<file path="config.mk">
export PLATFORM = sky130hd
export DESIGN_NAME = pipe_fwd_chain
export DESIGN_NICKNAME = d
export VERILOG_FILES = /design/src/rtl/pipe_fwd_chain.sv
export SDC_FILE = /design/constraint.sdc
export NUM_CORES = 1
export LEC_CHECK = 0
export ABC_CLOCK_PERIOD_IN_PS = 1900
export BUFFER_PORTS_ARGS = -buffer_cell sky130_fd_sc_hd__buf_2
export CORE_MARGIN = 10
export CORE_UTILIZATION = 46
export DETAILED_ROUTE_END_ITERATION = 7
export GPL_ROUTABILITY_DRIVEN = 0
export PLACE_DENSITY = 0.76
export REMOVE_ABC_BUFFERS = 1
export SLEW_MARGIN = 20
export SYNTH_ARGS = -nofsm -noshare
export SYNTH_HDL_FRONTEND = slang
export SYNTH_SLANG_ARGS = --single-unit
</file>
<file path="constraint.sdc">
create_clock -name clk -period 1.9 [get_ports clk]
set_input_delay 0.095 -clock clk [delete_from_list [all_inputs] [get_ports clk]]
set_output_delay 0.095 -clock clk [all_outputs]
set_load 0.1 [all_outputs]
</file>
<file path="src/rtl/pipe_fwd_chain.sv">
// rtl/pipe_fwd_chain.sv - result pipeline with youngest-match forwarding, load-use stall and writeback
// Forwarding paths are built only when PIPE_FWD_EN is defined; otherwise every hazard stalls.
module pipe_fwd_chain #(
    parameter int DATA_W   = 16,
    parameter int REG_AW   = 4,
    parameter int DEPTH    = 3,
    parameter int LATE_STG = 1
) (
    input  logic              clk,
    input  logic              rst_n,
    input  logic              in_valid,
    input  logic              in_wen,
    input  logic              in_rdy,
    input  logic [REG_AW-1:0] in_rd,
    input  logic [DATA_W-1:0] in_data,
    input  logic [DATA_W-1:0] late_data,
    input  logic              hold,
    input  logic              flush,
    input  logic [REG_AW-1:0] rs1,
    input  logic [REG_AW-1:0] rs2,
    output logic              fwd1_hit,
    output logic              fwd2_hit,
    output logic [DATA_W-1:0] fwd1_data,
    output logic [DATA_W-1:0] fwd2_data,
    output logic              stall_req,
    output logic              wb_valid,
    output logic              wb_wen,
    output logic [REG_AW-1:0] wb_rd,
    output logic [DATA_W-1:0] wb_data,
    output logic [15:0]       stall_cnt
);
    logic [DEPTH-1:0]             stValid;
    logic [DEPTH-1:0]             stWen;
    logic [DEPTH-1:0]             stRdy;
    logic [DEPTH-1:0][REG_AW-1:0] stRd;
    logic [DEPTH-1:0][DATA_W-1:0] stData;
    logic                         match1;
    logic                         match2;
    logic                         loadOk;
`ifdef PIPE_FWD_EN
    logic                         rdy1;
    logic                         rdy2;
    logic [DATA_W-1:0]            data1;
    logic [DATA_W-1:0]            data2;
`endif

    always_comb begin
        match1 = 1'b0;
        match2 = 1'b0;
`ifdef PIPE_FWD_EN
        rdy1   = 1'b0;
        rdy2   = 1'b0;
        data1  = '0;
        data2  = '0;
`endif
        // Scan oldest to youngest so the youngest matching stage wins.
        for (int k = DEPTH - 1; k >= 0; k--) begin
            if (stValid[k] && stWen[k] && (rs1 != '0) && (stRd[k] == rs1)) begin
                match1 = 1'b1;
`ifdef PIPE_FWD_EN
                rdy1   = stRdy[k];
                data1  = stData[k];
`endif
            end
            if (stValid[k] && stWen[k] && (rs2 != '0) && (stRd[k] == rs2)) begin
                match2 = 1'b1;
`ifdef PIPE_FWD_EN
                rdy2   = stRdy[k];
                data2  = stData[k];
`endif
            end
        end
    end

`ifdef PIPE_FWD_EN
    assign stall_req = (match1 && !rdy1) || (match2 && !rdy2);
    assign fwd1_hit  = match1 && rdy1;
    assign fwd2_hit  = match2 && rdy2;
    assign fwd1_data = fwd1_hit ? data1 : '0;
    assign fwd2_data = fwd2_hit ? data2 : '0;
`else
    logic unusedRdy;
    assign unusedRdy = stRdy[DEPTH-1];
    assign stall_req = match1 || match2;
    assign fwd1_hit  = 1'b0;
    assign fwd2_hit  = 1'b0;
    assign fwd1_data = '0;
    assign fwd2_data = '0;
`endif

    assign loadOk = !stall_req && !flush;

    always_ff @(posedge clk) begin
        if (!rst_n) begin
            stValid   <= '0;
            stWen     <= '0;
            stRdy     <= '0;
            stRd      <= '0;
            stData    <= '0;
            stall_cnt <= '0;
        end else begin
            if (!hold) begin
                for (int k = 1; k < DEPTH; k++) begin
                    stValid[k] <= stValid[k-1];
                    stWen[k]   <= stWen[k-1];
                    stRd[k]    <= stRd[k-1];
                    // Pending load picks up its data as it crosses into the late stage.
                    if (k == LATE_STG && stValid[k-1] && !stRdy[k-1]) begin
                        stRdy[k]  <= 1'b1;
                        stData[k] <= late_data;
                    end else begin
                        stRdy[k]  <= stRdy[k-1];
                        stData[k] <= stData[k-1];
                    end
                end
                stValid[0] <= loadOk && in_valid;
                stWen[0]   <= loadOk && in_wen;
                stRdy[0]   <= loadOk && in_rdy;
                stRd[0]    <= loadOk ? in_rd : '0;
                stData[0]  <= loadOk ? in_data : '0;
            end else if (flush) begin
                stValid[0] <= 1'b0;
            end
            if (stall_req && !hold && (stall_cnt != 16'hFFFF)) begin
                stall_cnt <= stall_cnt + 16'd1;
            end
        end
    end

    assign wb_valid = stValid[DEPTH-1] && !hold;
    assign wb_wen   = stWen[DEPTH-1];
    assign wb_rd    = stRd[DEPTH-1];
    assign wb_data  = stData[DEPTH-1];

endmodule
</file>
Word level (Yosys, flattened, before mapping)

Index checks and enable logic that the tools add are counted.

Register bits: 83
Output and inout bits: 73

Add/subtract/negate cells: 1
Equal/unequal tests: 8
Multiplexer cells: 11
Reductions and logical operators: 30

Operators by type and width:

| cell                  | count |
|---|---|
| $mux 16               | 2 |
| $eq 4x4->1            | 6 |
| $logic_and 1x1->1     | 23 |
| $add 16x1->16 const B | 1 |
| $ne 16x16->1 const B  | 1 |
| $mux 1                | 8 |
| $reduce_bool 4->1     | 2 |
| $logic_not 1->1       | 4 |
| $mux 4                | 1 |
| $ne 2x1->1 const B    | 1 |
| $logic_or 1x1->1      | 1 |

Logic depth before layout (Yosys ltp)

Gate-level depths: netlist of the first run.

Depth after elaboration: 11
Depth in mapped cells: 8
Mapped depth without buffers: 7

Least setup slack after synthesis of the first run

No wires, ideal clock.

Path type: reg2reg
Start point: register stall_cnt[0]
End point: register stall_cnt[4]
Library setup time: 73 ps
Data arrival time: 2587 ps
Required time: 1827 ps
Slack: -760 ps
Cell stages (with the launch flop): 9
Buffers on the path: 1
Clock period less this slack: 2660 ps
Cells stage by stage: dfxtp_1 ha_1 and4_1 and4_1 a41oi_1 o31a_1 buf_4 nand4_1 mux2i_1

Longest elaborated chain between the ends: 2
Elaborated cells between the ends (all ways): 3
Those cells by class: 1 x add/sub; 1 x eq/ne; 1 x reduce/logical

RTL lines:

| what                                                  | RTL line | text |
|---|---|---|
| start, declared                                       | 30       | `output logic [15:0] stall_cnt` |
| start signal, assigned                                | 125      | `stall_cnt <= stall_cnt + 16'd1;` |
| branches (longest 2 deep; another with $add 16x1->16) | -        |  |

Parallel ways; which one is timed is not known.
A chain may end at the register's enable or synchronous reset.

Worst setup path after layout of the first run

Start point: register stRd[4] in the netlist's numbering
End point: register stData[7] in the netlist's numbering

Longest elaborated chain between the ends: 8
Elaborated cells between the ends (all ways): 12
Those cells by class: 2 x eq/ne; 5 x mux; 5 x reduce/logical

RTL lines:

| what                                          | RTL line | text |
|---|---|---|
| start, declared                               | 35       | `logic [DEPTH-1:0][REG_AW-1:0] stRd;` |
| start signal, assigned by index               | 106      | `stRd[k] <= stRd[k-1];` |
| $eq 4x4->1, on equally long branches          | 58, 65   |  |
| $logic_and 1x1->1, on equally long branches   | 58, 65   |  |
| $mux 1, on equally long branches (2 in a row) | 58, 65   |  |
| $logic_or 1x1->1 (*)                          | 84       | `assign stall_req = match1 \|\| match2;` |
| $logic_not 1->1 (*)                           | 91       | `assign loadOk = !stall_req && !flush;` |
| $logic_and 1x1->1 (*)                         | 91       |  |
| $mux 16 (*)                                   | 120      | `stData[0] <= loadOk ? in_data : '0;` |
| end signal, assigned by index                 | 110      | `stData[k] <= late_data;` |
| end signal, assigned by index                 | 113      | `stData[k] <= stData[k-1];` |
| end, declared                                 | 36       | `logic [DEPTH-1:0][DATA_W-1:0] stData;` |

Mark *: on every way between the ends. The rest lies on a longest branch, timed or not.

==> results.toml, run 1 <==
[sta]
postLayoutSetupSlackWorst_ns = -0.02018
timing.final.setup_violations = 7
final.period_utilization_pct = 101.1
unrepaired_setup_endpoints_after_global_routing = "true"
maxClockFrequency_mhz = 520.8
fin_skew_ns = 0.01177
final_max_slew_viol_count = 0
final-hold-violation-count = 0
min_period_ns = 1.920
totalNegativeSetupSlack_ns = -0.03940
holdWs_ns = 0.1010

[grt]
pin_count_of_the_biggest_net_entering_global_routing = 66
met2_demand_to_capacity_share_in_global_routing_pct = 25.74
wire_length_of_the_first_global_routing_pass_um = 16300
grt.met1_usage_pct = 17.28
grt.busiest_layer = "met2"
antenna_found_initial = 0
grt_pass1_vias = 3310
grt.overflow.total = 0
grt.met3_usage_pct = 5.932
grt.total_usage_pct = 15.20

[detailed_routing]
final_antenna_net_count = 0
avgViaCountPerCell = 5.068
post_route_wl_um = 10190
drt_iter0_markers = 129
route.detailed.wl_per_inst_um = 15.34
remaining_drc_errors = 0
route.vias.total = 3365
drt_pre_antenna_iters = 4

[floorplanning]
die_h_um = 113.6
rows = 34
chipWidth_um = 113.6
initial_core_util_pct = 46.68
design.portCount = 124
area_of_the_die_um2 = 12910
fp.coreArea_um2 = 8636

[power_and_ir_drop]
combPwrFrac_pct = 18.0
power_density_nw_per_um2 = 724.3
power.total_uw = 3657
power.net_switching_uw = 1198
cell_internal_pwr_uw = 2459
pwr-share-clk_pct = 32.8
power.leakage_uw = 0.002333
power.share.switching_pct = 32.77
seqPwrFrac_pct = 49.2
peakVddDrop_v = 0.0005133

[worst_hold_path]
whs_path_depth = 5
hold_end = "stData[26]"
timing.hold.worst.class = "in -> reg"
worst_hold_startpoint = "late_data[10]"

[clock_network]
clock_tree_from_tritoncts = "yes"
clk_latency_ns = 0.35
cts_buffer_depth = 2
clock_slew_at_reported_path_ffs_ns = 0.10
ctsRootBufferMaster = "clkbuf_8"
numClockSinks = 83
numCtsBuffers = 9
htree_num_levels = 3

[setup_path]
timing.setup.critical_path_class = "reg -> reg"
ff_to_ff_end = "stData[7]"
timing.critical_path.fanout_max = 11
critPathLaunchType = "register"
setup.worst_path.end_class = "register"
crit_arrival_ns = 2.22
cp.required_ns = 2.20
reg2reg_depth = 7
timing.rr.start = "stRd[4]"
reg2reg_slack_ns = -0.02

[synthesis]
yosys.area.top_type = "dfxtp_1"
synth-edff-count = 0
synth.cells.most_frequent = "dfxtp_1 (83), nor2_1 (62), buf_4 (55)"
ys_warn_count = 0
postSynth.asyncResetShare_pct = 0
yosys.cell_count.top_type = "dfxtp_1"
yosysTopAreaCellShare_pct = 41.22
syn-cell-area_um2 = 4031
synth.top_cells.by_area = "dfxtp_1 (41%), mux2i_1 (13%), buf_4 (10%), nor2_1 (5.8%), a22o_1 (5.2%)"
number_of_library_cell_types_mapped_by_synthesis = 39
share_of_the_yosys_chip_area_belonging_to_registers_pct = 41.22
mean_instance_size_in_the_synthesized_netlist_um2 = 9.121
most_used_flip_flop_cell_after_synthesis = "dfxtp_1"
postSynthRegisterBits = 83
mapped_cells = 442

[run_status]
status = "finished with violations"
failed_checks = "setup timing"

[cells_and_area]
post_route_utilization_pct = 58.46
drive_above_1_share_pct = 31.83
layout_fillers = 735
flow.area_growth_from_synthesis_pct = 25.23
design.final.nets = 603
antennaDiodeCount = 0

[place]
dpl.hpwl_um = 7032
io_buffer_count = 89

[run]
cap_viol_max_count = 0
-- state kept, by name, summed over array words and instances (netlist names) --
signal     flops
stRd           8
stall_cnt     16
wb_rd          4
stWen          3
stRdy          1
stData        32
stValid        3
wb_data       16
-- stage by stage --
step / worst slack (ns) / instances / area (µm²)
after global routing: -0.09466 / 664 / 5049
after global placement: -0.03440 / 617 / 4423
after CTS: 0.0001605 / 661 / 4931
after detailed placement: -0.1845 / 617 / 4423
final: -0.02018 / 664 / 5049
after floorplan: -0.8459 / 398 / 3635
-- worst max-delay path by stage --
stage | end | start | depth (start not counted) | slack, ns
floorplan | stData[0] | wb_rd[1] | 6 | -0.85
global placement | stall_cnt[5] | stall_cnt[0] | 7 | -0.03
detailed placement | stall_cnt[5] | stall_cnt[0] | 7 | -0.18
CTS | stall_req | stRd[6] | 6 | 0.0002
global route | stData[7] | stRd[7] | 7 | -0.09
finish | stData[7] | stRd[4] | 7 | -0.02
-- layer usage --
layer	vias up	part of all wire (%)
met3	20	7.7
met4	0	1.6
met1	1584	42
li1	1649	-
met2	112	49
met5	-	0
-- area by class of cell --
cell class	instances	area, µm²	area share, %
Clock inverter	6	48.80	0.9665
Sequential cell	83	1684	33.36
Tap cell	108	135.1	2.677
Multi-Input combinational cell	311	2078	41.16
Clock buffer	10	137.6	2.726
Timing Repair Buffer	141	945.9	18.74
Inverter	5	18.77	0.3717
-- worst max-delay path, cell delays in order, from the launching register on --
cell and delay, ns:
dfxtp_2 0.38, xor2_1 0.24, nor4_2 0.07, a22o_2 0.28
nor3_4 0.25, nor4b_4 0.28, buf_6 0.20, a22o_1 0.17
-- kinds of logic (layout without fill, tap and decap cells) --
logic type / count (synthesis) / count (layout) / synth area share, %
flops: 83 / 83 / 41.22
other cells: 1 / 34 / 0.09302
simple gates: 140 / 140 / 17.13
buf+inv: 82 / 162 / 13.38
mux: 52 / 52 / 12.91
compound gates: 64 / 65 / 10.83
xor+xnor: 19 / 19 / 4.128
fa+ha+maj: 1 / 1 / 0.3103
-- layout by cell type (no fill, tap or decap), types with 5 or more instances in the layout --
cell,synthesis,layout
buf_2,2,89
dfxtp_1,83,69
nor2_1,62,62
mux2i_1,52,52
conb_1,1,34
dlygate4sd3_1,0,23
a22o_1,24,22
buf_4,55,22
a21oi_1,22,21
nand2_1,20,20
xor2_1,18,18
dfxtp_2,0,12
clkbuf_8,0,10
o21ai_0,9,9
nand2b_1,8,8
or2_2,6,6
nor3_1,5,5
nand4_1,5,5
or3_1,5,5
-- what timing repair did --
action,in CTS,in global routing
setup endpoints to repair,37,36
pin swaps,6,11
gates resized for setup,17,24
cloned,1,1
setup buffers,4,2
hold buffers,23,0
endpoints found under the hold margin,23,0
-- power by group through the flow --
stage	logic [µW]	registers, µW	clock network, µW
floorplan	422	1870	0
global placement	600	1840	0
detailed placement	610	1840	0
CTS	651	1800	1230
global route	700	1800	1320
finish	660	1800	1200
Note: power is estimated with default switching activity, not from simulation.
==> inputs of run 2 (changes only) <==
- ABC_CLOCK_PERIOD_IN_PS: 1900 -> 2500
- CORE_UTILIZATION: 46 -> 55
- PLACE_DENSITY: 0.76 -> 0.85
- clock period: 1.9 -> 2.5 ns (I/O delays scaled with it)
==> run 2 against run 1 <==
  * The run now ends clean
  * Final area down 8.6%
  * Global-route usage up 0.87 points
  * Die area is 14% lower
  * Critical path depth shrank 1
  * Sequential power fell by 24%
  * Clock skew increased by 0.0057 ns
  * Routed wire length fell by 10%
  * Via count down 5.0%
  * Core utilization rose by 5.8 points
==> results.toml, run 2 (synthesized netlist as in run 1, its figures left out) <==
[run_status]
status = "complete, no violations"

[cells_and_area]
largest_register_ffs = 32
post_route_utilization_pct = 64.29
antennaDiodeCount = 0
most_frequent_cells_in_the_layout = "buf_2 (89), dfxtp_1 (83), nor2_1 (62)"
flow.area_growth_from_synthesis_pct = 14.43
post_layout_inst_area_um2 = 4613
regMostFlops = "stData"
drive_above_1_share_pct = 23.91
most_common_cell_after_layout_fill_and_taps_aside = "buf_2"
finalNonFillerCells = 626
design.final.nets = 574

[worst_hold_path]
whs_path_depth = 2
worst_hold_startpoint = "in_data[13]"
hold_end = "stData[13]"
timing.hold.worst.class = "in -> reg"

[sta]
maxClockFrequency_mhz = 458.3
totalNegativeSetupSlack_ns = 0
min_period_ns = 2.182
unrepaired_setup_endpoints_after_global_routing = "false"
max-slew-margin-rel_pct = 58.29
holdWs_ns = 0.01382
worst-slew-pin-transition_ns = 0.6252
final-hold-violation-count = 0
final.period_utilization_pct = 87.27
final_max_slew_viol_count = 0
fin_skew_ns = 0.01750
timing.final.setup_violations = 0

[detailed_routing]
remaining_drc_errors = 0
drt_pre_antenna_iters = 4
post_route_wl_um = 9159
top_signal_layer_used = "met4"
met3WireLength_um = 573
route.detailed.wl_per_inst_um = 14.63
avgViaCountPerCell = 5.105
final_antenna_net_count = 0
drt_iter0_markers = 94
detailroute.wirelength.met2_um = 4462
drt-met1-wl_um = 4052
route.vias.total = 3196

[floorplanning]
fp.coreArea_um2 = 7176
die_h_um = 105.6
design.portCount = 124
area_of_the_die_um2 = 11150
initial_core_util_pct = 56.18
rows = 31
chipWidth_um = 105.6

[setup_path]
ff_to_ff_end = "stall_cnt[10]"
timing.critical_path.fanout_max = 4
setup.worst_path.end_class = "output port"
critical-path-slowest-cell = "buf_2"
cp.required_ns = 2.38
critical_path.cell_chain = "xor2_1 -> nor4_1 -> a22o_1 -> nor3_4 -> inv_1 -> buf_2"
timing.rr.start = "stall_cnt[0]"
reg2reg_slack_ns = 0.35
reg2reg_depth = 7
path_buf_inv = 2
crit_arrival_ns = 2.06
timing.setup.critical_path_class = "reg -> out"
critPathMaxStageDelay_ns = 0.41
critPathLaunchType = "register"
critPathTopFamily = "buffers and inverters"

[clock_network]
numCtsBuffers = 9
cts_buffer_depth = 2
htree_num_levels = 3
clock_tree_from_tritoncts = "yes"
clk_latency_ns = 0.34
numClockSinks = 83
clock_slew_at_reported_path_ffs_ns = 0.08
ctsRootBufferMaster = "clkbuf_8"

[place]
place_area_um2 = 4259
count_of_placed_standard_cells_including_taps = 593
dpl.hpwl_um = 6713
io_buffer_count = 89

[grt]
antenna_found_initial = 0
grt.total_usage_pct = 16.07
grt_pass1_vias = 3221
grt.overflow.total = 0
wire_length_of_the_first_global_routing_pass_um = 15280
pin_count_of_the_biggest_net_entering_global_routing = 53

[power_and_ir_drop]
power_density_nw_per_um2 = 592.2
cell_internal_pwr_uw = 1837
combPwrFrac_pct = 17.5
peakVddDrop_v = 0.0003294
power.leakage_uw = 0.002174
power.net_switching_uw = 895.0
pwr-share-clk_pct = 32.4
seqPwrFrac_pct = 50.1
power.share.switching_pct = 32.76

[run]
cap_viol_max_count = 0
run 2: cell types whose count changed in the layout (fill, tap and decap cells not counted), sizes merged:
| cell | change |
|---|---|
| buf | -22 |
| clkinv | +1 |
| clkinvlp | -2 |
| dlygate4sd3 | -6 |
| inv | +2 |
| o31ai | -1 |
| clkbuf | -1 |
run 2: how the worst max path moves through the flow:
stage	from	endpoint	slack [ns]	cells after the start
2_1_floorplan	wb_rd[1]	stData[0]	-0.25	6
6_report	wb_rd[2]	stall_req	0.32	6
4_1_cts	stall_cnt[0]	stall_cnt[3]	0.18	7
5_1_grt	stall_cnt[0]	stall_cnt[5]	0.12	7
3_5_place_dp	stall_cnt[0]	stall_cnt[3]	0.19	7
3_3_place_gp	stall_cnt[0]	stall_cnt[13]	0.32	7
run 2: metal layers:
metal / track usage (%) / up-vias
li1: - / 1586
met1: 19.12 / 1513
met2: 27.24 / 91
met3: 4.568 / 6
met4: 5.416 / 0
met5: 0 / -
run 2: timing repair:
item | 4_1_cts | 5_1_grt
hold buffers | 17 | 0
setup endpoints to repair | 0 | 7
hold endpoints to repair | 17 | 0
setup buffers | 0 | 0
gates resized for setup | 0 | 1
run 2: final cells by class:
class | instances | area, µm²
Sequential cell | 83 | 1662
Fill cell | 637 | 2562
Clock inverter | 7 | 58.81
Multi-Input combinational cell | 310 | 1958
Clock buffer | 9 | 123.9
Tap cell | 99 | 123.9
Timing Repair Buffer | 113 | 668.1
Inverter | 5 | 18.77
run 2: metrics by stage:
step                      power (µW)  worst slack [ns]
after floorplan                 1742           -0.2459
after global placement          1843            0.3186
final                           2732            0.3182
after detailed placement        1853            0.1931
after global routing            2833            0.1233
after CTS                       2751            0.1795
run 2: power groups by stage:
stage	Sequential [µW]	Combinational, µW	Clock [µW]
finish	1370	478	886
floorplan	1420	320	0
CTS	1370	476	907
global route	1370	507	954
global placement	1400	447	0
detailed placement	1400	454	0
